File: config.mk
export PLATFORM = sky130hd
export DESIGN_NAME = mul_div_unit_flat
export DESIGN_NICKNAME = d
export VERILOG_FILES = /design/src/rtl/mul_div_unit_if.sv /design/src/rtl/mul_div_unit.sv /design/src/flat_wrapper.sv
export SDC_FILE = /design/constraint.sdc
export NUM_CORES = 1
export LEC_CHECK = 0
export BUFFER_PORTS_ARGS = -buffer_cell sky130_fd_sc_hd__buf_2
export CAP_MARGIN = 20
export CORE_MARGIN = 10
export CORE_UTILIZATION = 45
export DETAILED_ROUTE_END_ITERATION = 8
export GPL_ROUTABILITY_DRIVEN = 0
export HOLD_SLACK_MARGIN = 0.1
export PLACE_DENSITY_LB_ADDON = 0.12
export SLEW_MARGIN = 20
export SYNTH_ARGS = -nofsm -noshare
export SYNTH_HDL_FRONTEND = slang
export SYNTH_SLANG_ARGS = --single-unit
File: constraint.sdc
create_clock -name Clk -period 4.81 [get_ports Clk]
set_input_delay 0.481 -clock Clk [delete_from_list [all_inputs] [get_ports Clk]]
set_output_delay 0.481 -clock Clk [all_outputs]
set_load 0.05 [all_outputs]
File: src/rtl/mul_div_unit_if.sv
// Issue/result bundle between the EX-stage control and the multiply/divide unit.
interface mul_div_unit_if #(
    parameter int unsigned WIDTH = 32
);
    logic             Start;
    logic [2:0]       MDFn;
    logic [WIDTH-1:0] In1;
    logic [WIDTH-1:0] In2;
    logic             Flush;
    logic             Busy;
    logic             Done;
    logic [WIDTH-1:0] HI;
    logic [WIDTH-1:0] LO;

    modport master (
        output Start, MDFn, In1, In2, Flush,
        input  Busy, Done, HI, LO
    );

    modport slave (
        input  Start, MDFn, In1, In2, Flush,
        output Busy, Done, HI, LO
    );
endinterface

File: src/rtl/mul_div_unit.sv
// Iterative MULT/MULTU/DIV/DIVU (one bit per cycle) plus single-cycle MTHI/MTLO
// into the architectural HI/LO registers.
module mul_div_unit #(
    parameter int unsigned WIDTH = 32
) (
    input  logic           Clk,
    input  logic           Rst,
    mul_div_unit_if.slave  bus
);
    localparam int unsigned CW = $clog2(WIDTH + 1);
    localparam logic [CW-1:0] LAST = CW'(WIDTH - 1);

    typedef enum logic [1:0] {IDLE, CALC, FIX} state_t;

    state_t           state_q, state_d;
    logic [CW-1:0]    cnt_q, cnt_d;
    logic [WIDTH-1:0] hi_acc_q, hi_acc_d;   // product upper half / partial remainder
    logic [WIDTH-1:0] lo_acc_q, lo_acc_d;   // multiplier / dividend shifting into quotient
    logic [WIDTH-1:0] opb_q, opb_d;         // multiplicand / divisor magnitude
    logic             is_div_q, is_div_d;
    logic             neg_res_q, neg_res_d; // negate product or quotient
    logic             neg_rem_q, neg_rem_d; // remainder takes dividend sign
    logic [WIDTH-1:0] hi_q, hi_d;
    logic [WIDTH-1:0] lo_q, lo_d;
    logic             busy_q, busy_d;
    logic             done_q, done_d;

    logic             signed_op, a_neg, b_neg;
    logic [WIDTH:0]   mul_sum;
    logic [WIDTH:0]   div_shift, div_diff;
    logic [2*WIDTH-1:0] product;
    logic [WIDTH-1:0] quot_fix, rem_fix;

    // Datapath step values and next-state selection
    always_comb begin
        state_d   = state_q;
        cnt_d     = cnt_q;
        hi_acc_d  = hi_acc_q;
        lo_acc_d  = lo_acc_q;
        opb_d     = opb_q;
        is_div_d  = is_div_q;
        neg_res_d = neg_res_q;
        neg_rem_d = neg_rem_q;
        hi_d      = hi_q;
        lo_d      = lo_q;
        busy_d    = busy_q;
        done_d    = 1'b0;

        signed_op = ~bus.MDFn[0];
        a_neg     = signed_op & bus.In1[WIDTH-1];
        b_neg     = signed_op & bus.In2[WIDTH-1];

        // Shift-add: add multiplicand when the multiplier LSB is set, then
        // shift the whole {acc, multiplier} pair right by one.
        mul_sum = {1'b0, hi_acc_q} + (lo_acc_q[0] ? {1'b0, opb_q} : '0);

        // Restoring divide: the working remainder is WIDTH+1 bits; the stored
        // remainder always fits WIDTH bits because it stays below the divisor.
        div_shift = {hi_acc_q, lo_acc_q[WIDTH-1]};
        div_diff  = div_shift - {1'b0, opb_q};

        product  = neg_res_q ? -{hi_acc_q, lo_acc_q} : {hi_acc_q, lo_acc_q};
        quot_fix = neg_res_q ? -lo_acc_q : lo_acc_q;
        rem_fix  = neg_rem_q ? -hi_acc_q : hi_acc_q;

        case (state_q)
            IDLE: begin
                if (bus.Start && !bus.Flush) begin
                    case (bus.MDFn)
                        3'd0, 3'd1, 3'd2, 3'd3: begin
                            hi_acc_d  = '0;
                            lo_acc_d  = a_neg ? -bus.In1 : bus.In1;
                            opb_d     = b_neg ? -bus.In2 : bus.In2;
                            is_div_d  = bus.MDFn[1];
                            neg_res_d = a_neg ^ b_neg;
                            neg_rem_d = a_neg;
                            cnt_d     = '0;
                            busy_d    = 1'b1;
                            state_d   = CALC;
                        end
                        3'd4:    hi_d = bus.In1;
                        3'd5:    lo_d = bus.In1;
                        default: ;
                    endcase
                end
            end
            CALC: begin
                if (bus.Flush) begin
                    busy_d  = 1'b0;
                    state_d = IDLE;
                end else begin
                    if (is_div_q) begin
                        if (!div_diff[WIDTH]) begin
                            hi_acc_d = div_diff[WIDTH-1:0];
                            lo_acc_d = {lo_acc_q[WIDTH-2:0], 1'b1};
                        end else begin
                            hi_acc_d = div_shift[WIDTH-1:0];
                            lo_acc_d = {lo_acc_q[WIDTH-2:0], 1'b0};
                        end
                    end else begin
                        hi_acc_d = mul_sum[WIDTH:1];
                        lo_acc_d = {mul_sum[0], lo_acc_q[WIDTH-1:1]};
                    end
                    cnt_d = cnt_q + 1'b1;
                    if (cnt_q == LAST) begin
                        state_d = FIX;
                    end
                end
            end
            FIX: begin
                busy_d  = 1'b0;
                state_d = IDLE;
                if (!bus.Flush) begin
                    if (is_div_q) begin
                        hi_d = rem_fix;
                        lo_d = quot_fix;
                    end else begin
                        hi_d = product[2*WIDTH-1:WIDTH];
                        lo_d = product[WIDTH-1:0];
                    end
                    done_d = 1'b1;
                end
            end
            default: begin
                busy_d  = 1'b0;
                state_d = IDLE;
            end
        endcase
    end

    // State, accumulators and registered outputs
    always_ff @(posedge Clk or posedge Rst) begin
        if (Rst) begin
            state_q   <= IDLE;
            cnt_q     <= '0;
            hi_acc_q  <= '0;
            lo_acc_q  <= '0;
            opb_q     <= '0;
            is_div_q  <= 1'b0;
            neg_res_q <= 1'b0;
            neg_rem_q <= 1'b0;
            hi_q      <= '0;
            lo_q      <= '0;
            busy_q    <= 1'b0;
            done_q    <= 1'b0;
        end else begin
            state_q   <= state_d;
            cnt_q     <= cnt_d;
            hi_acc_q  <= hi_acc_d;
            lo_acc_q  <= lo_acc_d;
            opb_q     <= opb_d;
            is_div_q  <= is_div_d;
            neg_res_q <= neg_res_d;
            neg_rem_q <= neg_rem_d;
            hi_q      <= hi_d;
            lo_q      <= lo_d;
            busy_q    <= busy_d;
            done_q    <= done_d;
        end
    end

    assign bus.Busy = busy_q;
    assign bus.Done = done_q;
    assign bus.HI   = hi_q;
    assign bus.LO   = lo_q;
endmodule

File: src/flat_wrapper.sv
// flat-port wrapper written by rule: the top's interface ports become plain ports
module mul_div_unit_flat 
#(
    parameter int unsigned WIDTH = 32
)
  (Clk, Rst, bus_Start, bus_MDFn, bus_In1, bus_In2, bus_Flush, bus_Busy, bus_Done, bus_HI, bus_LO);
  mul_div_unit_if #(.WIDTH(WIDTH)) bus_i ();
  input  logic Clk;
  input  logic Rst;
  input wire logic [$bits(bus_i.Start)-1:0] bus_Start;
  input wire logic [$bits(bus_i.MDFn)-1:0] bus_MDFn;
  input wire logic [$bits(bus_i.In1)-1:0] bus_In1;
  input wire logic [$bits(bus_i.In2)-1:0] bus_In2;
  input wire logic [$bits(bus_i.Flush)-1:0] bus_Flush;
  output wire logic [$bits(bus_i.Busy)-1:0] bus_Busy;
  output wire logic [$bits(bus_i.Done)-1:0] bus_Done;
  output wire logic [$bits(bus_i.HI)-1:0] bus_HI;
  output wire logic [$bits(bus_i.LO)-1:0] bus_LO;
  assign bus_i.Start = bus_Start;
  assign bus_i.MDFn = bus_MDFn;
  assign bus_i.In1 = bus_In1;
  assign bus_i.In2 = bus_In2;
  assign bus_i.Flush = bus_Flush;
  assign bus_Busy = bus_i.Busy;
  assign bus_Done = bus_i.Done;
  assign bus_HI = bus_i.HI;
  assign bus_LO = bus_i.LO;
  mul_div_unit #(.WIDTH(WIDTH)) u_core (.Clk(Clk), .Rst(Rst), .bus(bus_i));
endmodule
; Yosys cells after proc, flatten, opt, wreduce, memory -nomap -nowiden
; Cells that the tools add are included.
[totals]
inputBits = 71
out_inout_bits = 66
rom_bits = 0
elab_cells = 96
n_memories = 0
latchBits = 0
regBits = 173
ramBits = 0
[classes]
bitwise = 4
n_eq_ne = 16
div_mod_pow = 0
reduce_logical = 13
mul = 0
shift = 0
add_sub_neg = 8
magnitude_cmp = 0
mux = 43
[op_table]
columns = operator, count
row1 = two-way mux 32 bit, 22
row2 = case mux 32 bit (2 select lines), 4
row3 = negation 32 bit, 4
row4 = two-way mux 64 bit, 1
row5 = negation 64 bit, 1
row6 = adder 32 x 33 -> 33 bit, 1
row7 = subtractor 33 x 32 -> 33 bit, 1
row8 = two-way mux 6 bit, 3
row9 = "!= test 2 bit, second input constant", 6
row10 = case mux 6 bit (2 select lines), 1
row11 = AND reduction 4 bit, 3
row12 = AND reduction 3 bit, 3
row13 = two-way mux 2 bit, 4
row14 = "adder 6 x 1 -> 6 bit, second input constant", 1
row15 = "equality test 3 x 2 -> 1 bit, second input constant", 2
row16 = "equality test 3 bit, second input constant", 2
row17 = "equality test 6 x 5 -> 1 bit, second input constant", 1
row18 = two-way mux 1 bit, 6
row19 = case mux 2 bit (2 select lines), 1
row20 = nonzero test 2 bit, 2
row21 = OR reduction 4 bit, 1
row22 = "equality test 3 x 1 -> 1 bit, second input constant", 1
row23 = zero test 3 bit, 1
row24 = "!= test 3 x 2 -> 1 bit, second input constant", 1
row25 = other kinds (10), 11

; Logic depth before layout (Yosys ltp)
[logic_depth]
depth_word = 6
ltp_mapped = 14
ltp_nobuf = 13

; Worst setup path before layout
; OpenSTA, ideal clock, no wires.
[synth_timing]
path_kind = reg-to-reg
from = register u_core.lo_acc_q[31]
to = register u_core.hi_acc_q[27]
required_time_ps = 4684
setup_time_ps = 126
period_less_slack_ps = 3233
setup_slack_ps = 1577
n_path_buf = 1
arrival_ps = 3107
path_stages_with_launch = 14
cell_sequence = dfrtp_1 > inv_1 > ha_1 > fa_1 > nand2b_1 > a21oi_1 > o21ai_0 > a21oi_1 > o21ai_0 > a2bb2oi_1 > and2_1 > buf_2 > mux2_1 > a221o_1
[synth_via]
elab_chain_cells = 5
[synth_lines]
columns = item, line
row1 = start: declaration, mul_div_unit.sv:18  ; logic [WIDTH-1:0] lo_acc_q, lo_acc_d;
row2 = start signal: assignment, mul_div_unit.sv:150  ; lo_acc_q <= lo_acc_d;
row3 = subtractor 33 x 32 -> 33 bit, mul_div_unit.sv:60  ; div_diff = div_shift - {1'b0, opb_q};
row4 = two-way mux 32 bit, mul_div_unit.sv:93  ; if (!div_diff[WIDTH]) begin
row5 = two-way mux 32 bit, mul_div_unit.sv:92  ; if (is_div_q) begin
row6 = two-way mux 32 bit, mul_div_unit.sv:88  ; if (bus.Flush) begin
row7 = case mux 32 bit (2 select lines), mul_div_unit.sv:66  ; case (state_q)
row8 = end signal: assignment, mul_div_unit.sv:149  ; hi_acc_q <= hi_acc_d;
row9 = end: declaration, mul_div_unit.sv:17  ; logic [WIDTH-1:0] hi_acc_q, hi_acc_d;
; Every way passes these cells. The select of a mux whose other input is x is not followed.
; A chain may end at the register's enable or synchronous reset.

; Worst setup path in the final report
; Ends and elaborated chain as after synthesis.

==> impl_metrics.xml <==
<?xml version="1.0" encoding="UTF-8"?>
<metrics>
  <group name="sta">
    <metric name="timing.final.crit_period" unit="ns">4.03</metric>
    <metric name="worst_pin_slew" unit="ns">1.06</metric>
    <metric name="finalHoldViolCount" unit="">0</metric>
    <metric name="final_min_period_over_clock_period" unit="%">83.7</metric>
    <metric name="setup_viol" unit="">0</metric>
    <metric name="fin_ws" unit="ns">0.784</metric>
    <metric name="unrepaired_setup_endpoints_after_global_routing" unit="">false</metric>
    <metric name="worst_case_headroom_to_the_max_slew_limit" unit="%">29.2</metric>
    <metric name="finClkSkew" unit="ns">0.00856</metric>
    <metric name="timing.fmax" unit="MHz">248</metric>
    <metric name="whs" unit="ns">0.279</metric>
    <metric name="timing.final.max_slew_violations" unit="">0</metric>
    <metric name="finalSetupTns" unit="ns">0</metric>
  </group>
  <group name="worst_setup_path">
    <metric name="cp-start-kind" unit="">flop</metric>
    <metric name="worst_r2r_startpoint" unit="">u_core.lo_acc_q[31]</metric>
    <metric name="worst_r2r_endpoint" unit="">u_core.hi_acc_q[27]</metric>
    <metric name="worst-endpoint-required" unit="ns">5.14</metric>
    <metric name="endpoint_arrival_time_on_the_critical_path" unit="ns">4.35</metric>
    <metric name="cp_max_fo" unit="">12</metric>
    <metric name="regToRegSetupSlack" unit="ns">0.78</metric>
    <metric name="setup.worst_path.class" unit="">reg -&gt; reg</metric>
    <metric name="r2r_cells" unit="">13</metric>
    <metric name="critPathCaptureType" unit="">flop</metric>
  </group>
  <group name="cts">
    <metric name="cts_htree_levels" unit="">4</metric>
    <metric name="cts.clk_slew.worst_paths" unit="ns">0.07</metric>
    <metric name="cts_hold_repair.buffers" unit="">0</metric>
    <metric name="ctsLongestPathBuffers" unit="">2</metric>
    <metric name="worst_skew_pair.late_latency" unit="ns">0.45</metric>
    <metric name="post-cts-setup-buffer-count" unit="">0</metric>
    <metric name="numCtsBuffers" unit="">17</metric>
    <metric name="root_buffer" unit="">sky130_fd_sc_hd__clkbuf_16</metric>
    <metric name="total_clock_sinks" unit="">173</metric>
    <metric name="post_cts_resize_count" unit="">0</metric>
    <metric name="tritoncts" unit="">done</metric>
  </group>
  <group name="logic_synthesis">
    <metric name="synth_top_cell_by_area" unit="">sky130_fd_sc_hd__dfrtp_1</metric>
    <metric name="synth_seq_area_share" unit="%">30.2</metric>
    <metric name="postSynth.topFlopCell" unit="">sky130_fd_sc_hd__dfrtp_1</metric>
    <metric name="synth_top_family_by_area" unit="">compound AO/OA/AOI/OAI gates</metric>
    <metric name="synth_compound_gate_area_share" unit="%">25.0</metric>
    <metric name="synth.area.mux_share" unit="%">3.99</metric>
    <metric name="synth-async-reset-ratio" unit="%">100</metric>
    <metric name="synth_xor_xnor_area_share" unit="%">10.4</metric>
    <metric name="yosys_register_bits" unit="">173</metric>
    <metric name="post_synth_instance_area" unit="um^2">14300</metric>
    <metric name="yosysUniqueCellTypes" unit="">76</metric>
    <metric name="synth.top_cell.area_share" unit="%">30.2</metric>
    <metric name="synth_fa_ha_area_share" unit="%">6.30</metric>
    <metric name="synth_nets" unit="">1973</metric>
    <metric name="syn_area_per_cell" unit="um^2">7.83</metric>
    <metric name="synth_enable_flop_cells" unit="">0</metric>
    <metric name="leading_post_synthesis_cells_by_cell_area" unit="">sky130_fd_sc_hd__dfrtp_1 30%, sky130_fd_sc_hd__o21ai_0 7.6%, sky130_fd_sc_hd__nand2_1 6.6%</metric>
    <metric name="synth_cells" unit="">1831</metric>
    <metric name="yosysWarnings" unit="">0</metric>
    <metric name="synth_simple_gate_area_share" unit="%">20.1</metric>
  </group>
  <group name="power_and_ir_drop">
    <metric name="leakagePower" unit="nW">7.19</metric>
    <metric name="share_of_total_power_consumed_by_net_switching" unit="%">50.5</metric>
    <metric name="pwr-share-seq" unit="%">26.5</metric>
    <metric name="vdd_drop_max" unit="V">0.000309</metric>
    <metric name="power.clock.fraction" unit="%">14.2</metric>
    <metric name="power.combinational.fraction" unit="%">59.3</metric>
    <metric name="internal-power" unit="mW">4.65</metric>
    <metric name="pwr_density_cell" unit="nW/um^2">588</metric>
    <metric name="net-switching-power" unit="mW">4.74</metric>
  </group>
  <group name="floorplan">
    <metric name="die-height" unit="um">199</metric>
    <metric name="floorplan.core_area" unit="um^2">31500</metric>
    <metric name="die_width" unit="um">199</metric>
    <metric name="die_area" unit="um^2">39400</metric>
    <metric name="starting_density_of_the_core" unit="%">45.6</metric>
    <metric name="row_count" unit="">65</metric>
    <metric name="ios" unit="">137</metric>
  </group>
  <group name="cells_and_area">
    <metric name="drive_gt1_share" unit="%">12.0</metric>
    <metric name="diodes" unit="">0</metric>
    <metric name="final_nets" unit="">2057</metric>
    <metric name="most_common_library_cell_in_the_layout_ignoring_fill_and_taps" unit="">sky130_fd_sc_hd__nand2_1</metric>
    <metric name="mostFrequentLayoutCells" unit="">250 x sky130_fd_sc_hd__nand2_1, 219 x sky130_fd_sc_hd__o21ai_0, 172 x sky130_fd_sc_hd__dfrtp_1, 161 x sky130_fd_sc_hd__nor2_1, 136 x sky130_fd_sc_hd__buf_2</metric>
    <metric name="final_cell_area" unit="um^2">16000</metric>
    <metric name="final_core_util" unit="%">50.8</metric>
    <metric name="areaGrowthSynthToFinish" unit="%">11.4</metric>
  </group>
  <group name="grt">
    <metric name="grt_start_max_net_pins" unit="">174</metric>
    <metric name="grt_overflow" unit="">0</metric>
    <metric name="number_of_antenna_violations_at_the_first_check_in_global_routing" unit="">0</metric>
    <metric name="wire_length_of_the_first_global_routing_pass" unit="um">72200</metric>
    <metric name="number_of_global_route_vias_before_repair" unit="">13000</metric>
    <metric name="grt_overall_usage" unit="%">22.8</metric>
  </group>
  <group name="detailed_routing">
    <metric name="route.final.wire_length" unit="um">45600</metric>
    <metric name="drt_drc_violations_left" unit="">0</metric>
    <metric name="antenna_left" unit="">0</metric>
    <metric name="drt_pass1_iterations" unit="">6</metric>
    <metric name="vias" unit="">13700</metric>
    <metric name="drt_iter0_drc" unit="">1144</metric>
    <metric name="avgViaCountPerCell" unit="">5.87</metric>
    <metric name="post_drt_wl_per_cell" unit="um">19.6</metric>
  </group>
  <group name="place">
    <metric name="dpl_cell_area" unit="um^2">15400</metric>
    <metric name="half_perimeter_wire_length_of_the_detailed_placement_result" unit="um">34500</metric>
    <metric name="worst_case_setup_slack_after_placement" unit="ns">0.837</metric>
    <metric name="numPortBuffers" unit="">136</metric>
  </group>
  <group name="job">
    <metric name="timing.max_cap.violations" unit="">0</metric>
  </group>
  <group name="min_path">
    <metric name="worst_hold_path_type" unit="">in -&gt; async</metric>
  </group>
  <group name="outcome">
    <metric name="result_of_the_run" unit="">finished, final reports clean</metric>
  </group>
</metrics>
==> logic make-up after synthesis <==
family          count (synthesis)
flops                         173
mux                            57
buf+inv                       154
fa+ha+maj                      71
simple gates                  624
xor+xnor                      170
compound gates                582
==> cell type report <==
| type | count | area (um^2) |
|---|---|---|
| Multi-Input combinational cell | 1504 | 9470 |
| Inverter | 60 | 229 |
| Sequential cell | 173 | 4330 |
| Clock buffer | 21 | 460 |
| Timing Repair Buffer | 159 | 898 |
| Tap cell | 402 | 503 |
| Clock inverter | 11 | 87.6 |
| Fill cell | 3153 | 15500 |
==> registers in the layout, summed over array words and instances, names as in the netlist <==
name              count
u_core.bus.LO        32
u_core.neg_rem_q      1
u_core.is_div_q       1
u_core.bus.HI        32
u_core.lo_acc_q      32
u_core.hi_acc_q      32
u_core.bus.Busy       1
u_core.state_q        2
u_core.bus.Done       1
u_core.cnt_q          6
u_core.opb_q         32
u_core.neg_res_q      1
==> per-stage QoR <==
stage | std cells | power (mW)
2_1_floorplan | 1831 | 6.51
3_3_place_gp | 2297 | 7.92
3_5_place_dp | 2297 | 7.98
4_1_cts | 2329 | 9.33
5_1_grt | 2330 | 10.1
6_report | 2330 | 9.39
==> synthesized netlist by cell type, types with 4 or more instances <==
| master | instances |
|---|---|
| sky130_fd_sc_hd__a211o_1 | 5 |
| sky130_fd_sc_hd__a211oi_1 | 15 |
| sky130_fd_sc_hd__a21boi_0 | 10 |
| sky130_fd_sc_hd__a21o_1 | 29 |
| sky130_fd_sc_hd__a21oi_1 | 127 |
| sky130_fd_sc_hd__a221oi_1 | 6 |
| sky130_fd_sc_hd__a22oi_1 | 20 |
| sky130_fd_sc_hd__a31o_2 | 6 |
| sky130_fd_sc_hd__a31oi_1 | 23 |
| sky130_fd_sc_hd__and2_1 | 22 |
| sky130_fd_sc_hd__and3_1 | 12 |
| sky130_fd_sc_hd__buf_1 | 7 |
| sky130_fd_sc_hd__clkbuf_1 | 82 |
| sky130_fd_sc_hd__dfrtp_1 | 173 |
| sky130_fd_sc_hd__ha_1 | 69 |
| sky130_fd_sc_hd__inv_1 | 59 |
| sky130_fd_sc_hd__mux2i_1 | 56 |
| sky130_fd_sc_hd__nand2_1 | 251 |
| sky130_fd_sc_hd__nand2b_1 | 19 |
| sky130_fd_sc_hd__nand3_1 | 24 |
| sky130_fd_sc_hd__nand3b_1 | 6 |
| sky130_fd_sc_hd__nand4_1 | 12 |
| sky130_fd_sc_hd__nor2_1 | 162 |
| sky130_fd_sc_hd__nor2b_1 | 13 |
| sky130_fd_sc_hd__nor3_1 | 29 |
| sky130_fd_sc_hd__nor3b_1 | 6 |
| sky130_fd_sc_hd__nor4_1 | 19 |
| sky130_fd_sc_hd__o211ai_1 | 9 |
| sky130_fd_sc_hd__o21a_1 | 12 |
| sky130_fd_sc_hd__o21ai_0 | 219 |
| sky130_fd_sc_hd__o21ai_1 | 14 |
| sky130_fd_sc_hd__o21bai_1 | 9 |
| sky130_fd_sc_hd__o221ai_1 | 8 |
| sky130_fd_sc_hd__o311ai_0 | 4 |
| sky130_fd_sc_hd__o31ai_1 | 23 |
| sky130_fd_sc_hd__o41ai_1 | 10 |
| sky130_fd_sc_hd__or2_2 | 9 |
| sky130_fd_sc_hd__or3_1 | 16 |
| sky130_fd_sc_hd__or4_1 | 8 |
| sky130_fd_sc_hd__xnor2_1 | 106 |
| sky130_fd_sc_hd__xor2_1 | 64 |
==> power by group through the flow <==
stage	clock network [mW]	logic [mW]	registers (mW)
after floorplan	0	3.85	2.66
after global routing	1.41	6.12	2.55
after CTS	1.35	5.52	2.46
final	1.33	5.57	2.49
after global placement	0	5.44	2.48
after detailed placement	0	5.49	2.49
==> per-layer routing <==
metal / vias to the layer above / routed length, um / track usage, %
met1: 6502 / 21400 / 31.3
met5: - / 0 / 0
met2: 421 / 21000 / 36.8
li1: 6707 / - / -
met3: 40 / 2580 / 3.36
met4: 0 / 592 / 5.79
==> how the worst max path moves through the flow <==
stage	from	endpoint	slack (ns)
2_1_floorplan	u_core.lo_acc_q[31]	u_core.hi_acc_q[27]	1.58
3_3_place_gp	u_core.hi_acc_q[0]	u_core.hi_acc_q[27]	0.95
3_5_place_dp	u_core.hi_acc_q[0]	u_core.hi_acc_q[27]	0.84
4_1_cts	u_core.hi_acc_q[0]	u_core.hi_acc_q[27]	0.80
5_1_grt	u_core.lo_acc_q[31]	u_core.hi_acc_q[27]	0.47
6_report	u_core.lo_acc_q[31]	u_core.hi_acc_q[27]	0.78
==> critical path, stage by stage, from the launching register on <==
cell,delay [ns]
sky130_fd_sc_hd__dfrtp_1,0.43
sky130_fd_sc_hd__inv_1,0.11
sky130_fd_sc_hd__ha_1,0.22
sky130_fd_sc_hd__fa_1,0.39
sky130_fd_sc_hd__nand2b_1,0.21
sky130_fd_sc_hd__a21oi_1,0.27
sky130_fd_sc_hd__o21ai_0,0.18
sky130_fd_sc_hd__a21oi_1,0.33
sky130_fd_sc_hd__o21ai_0,0.14
sky130_fd_sc_hd__a2bb2oi_1,0.47
sky130_fd_sc_hd__and2_1,0.23
sky130_fd_sc_hd__buf_4,0.24
sky130_fd_sc_hd__mux2_1,0.35
sky130_fd_sc_hd__a221o_1,0.32
Power figures use the tool's default switching activity.
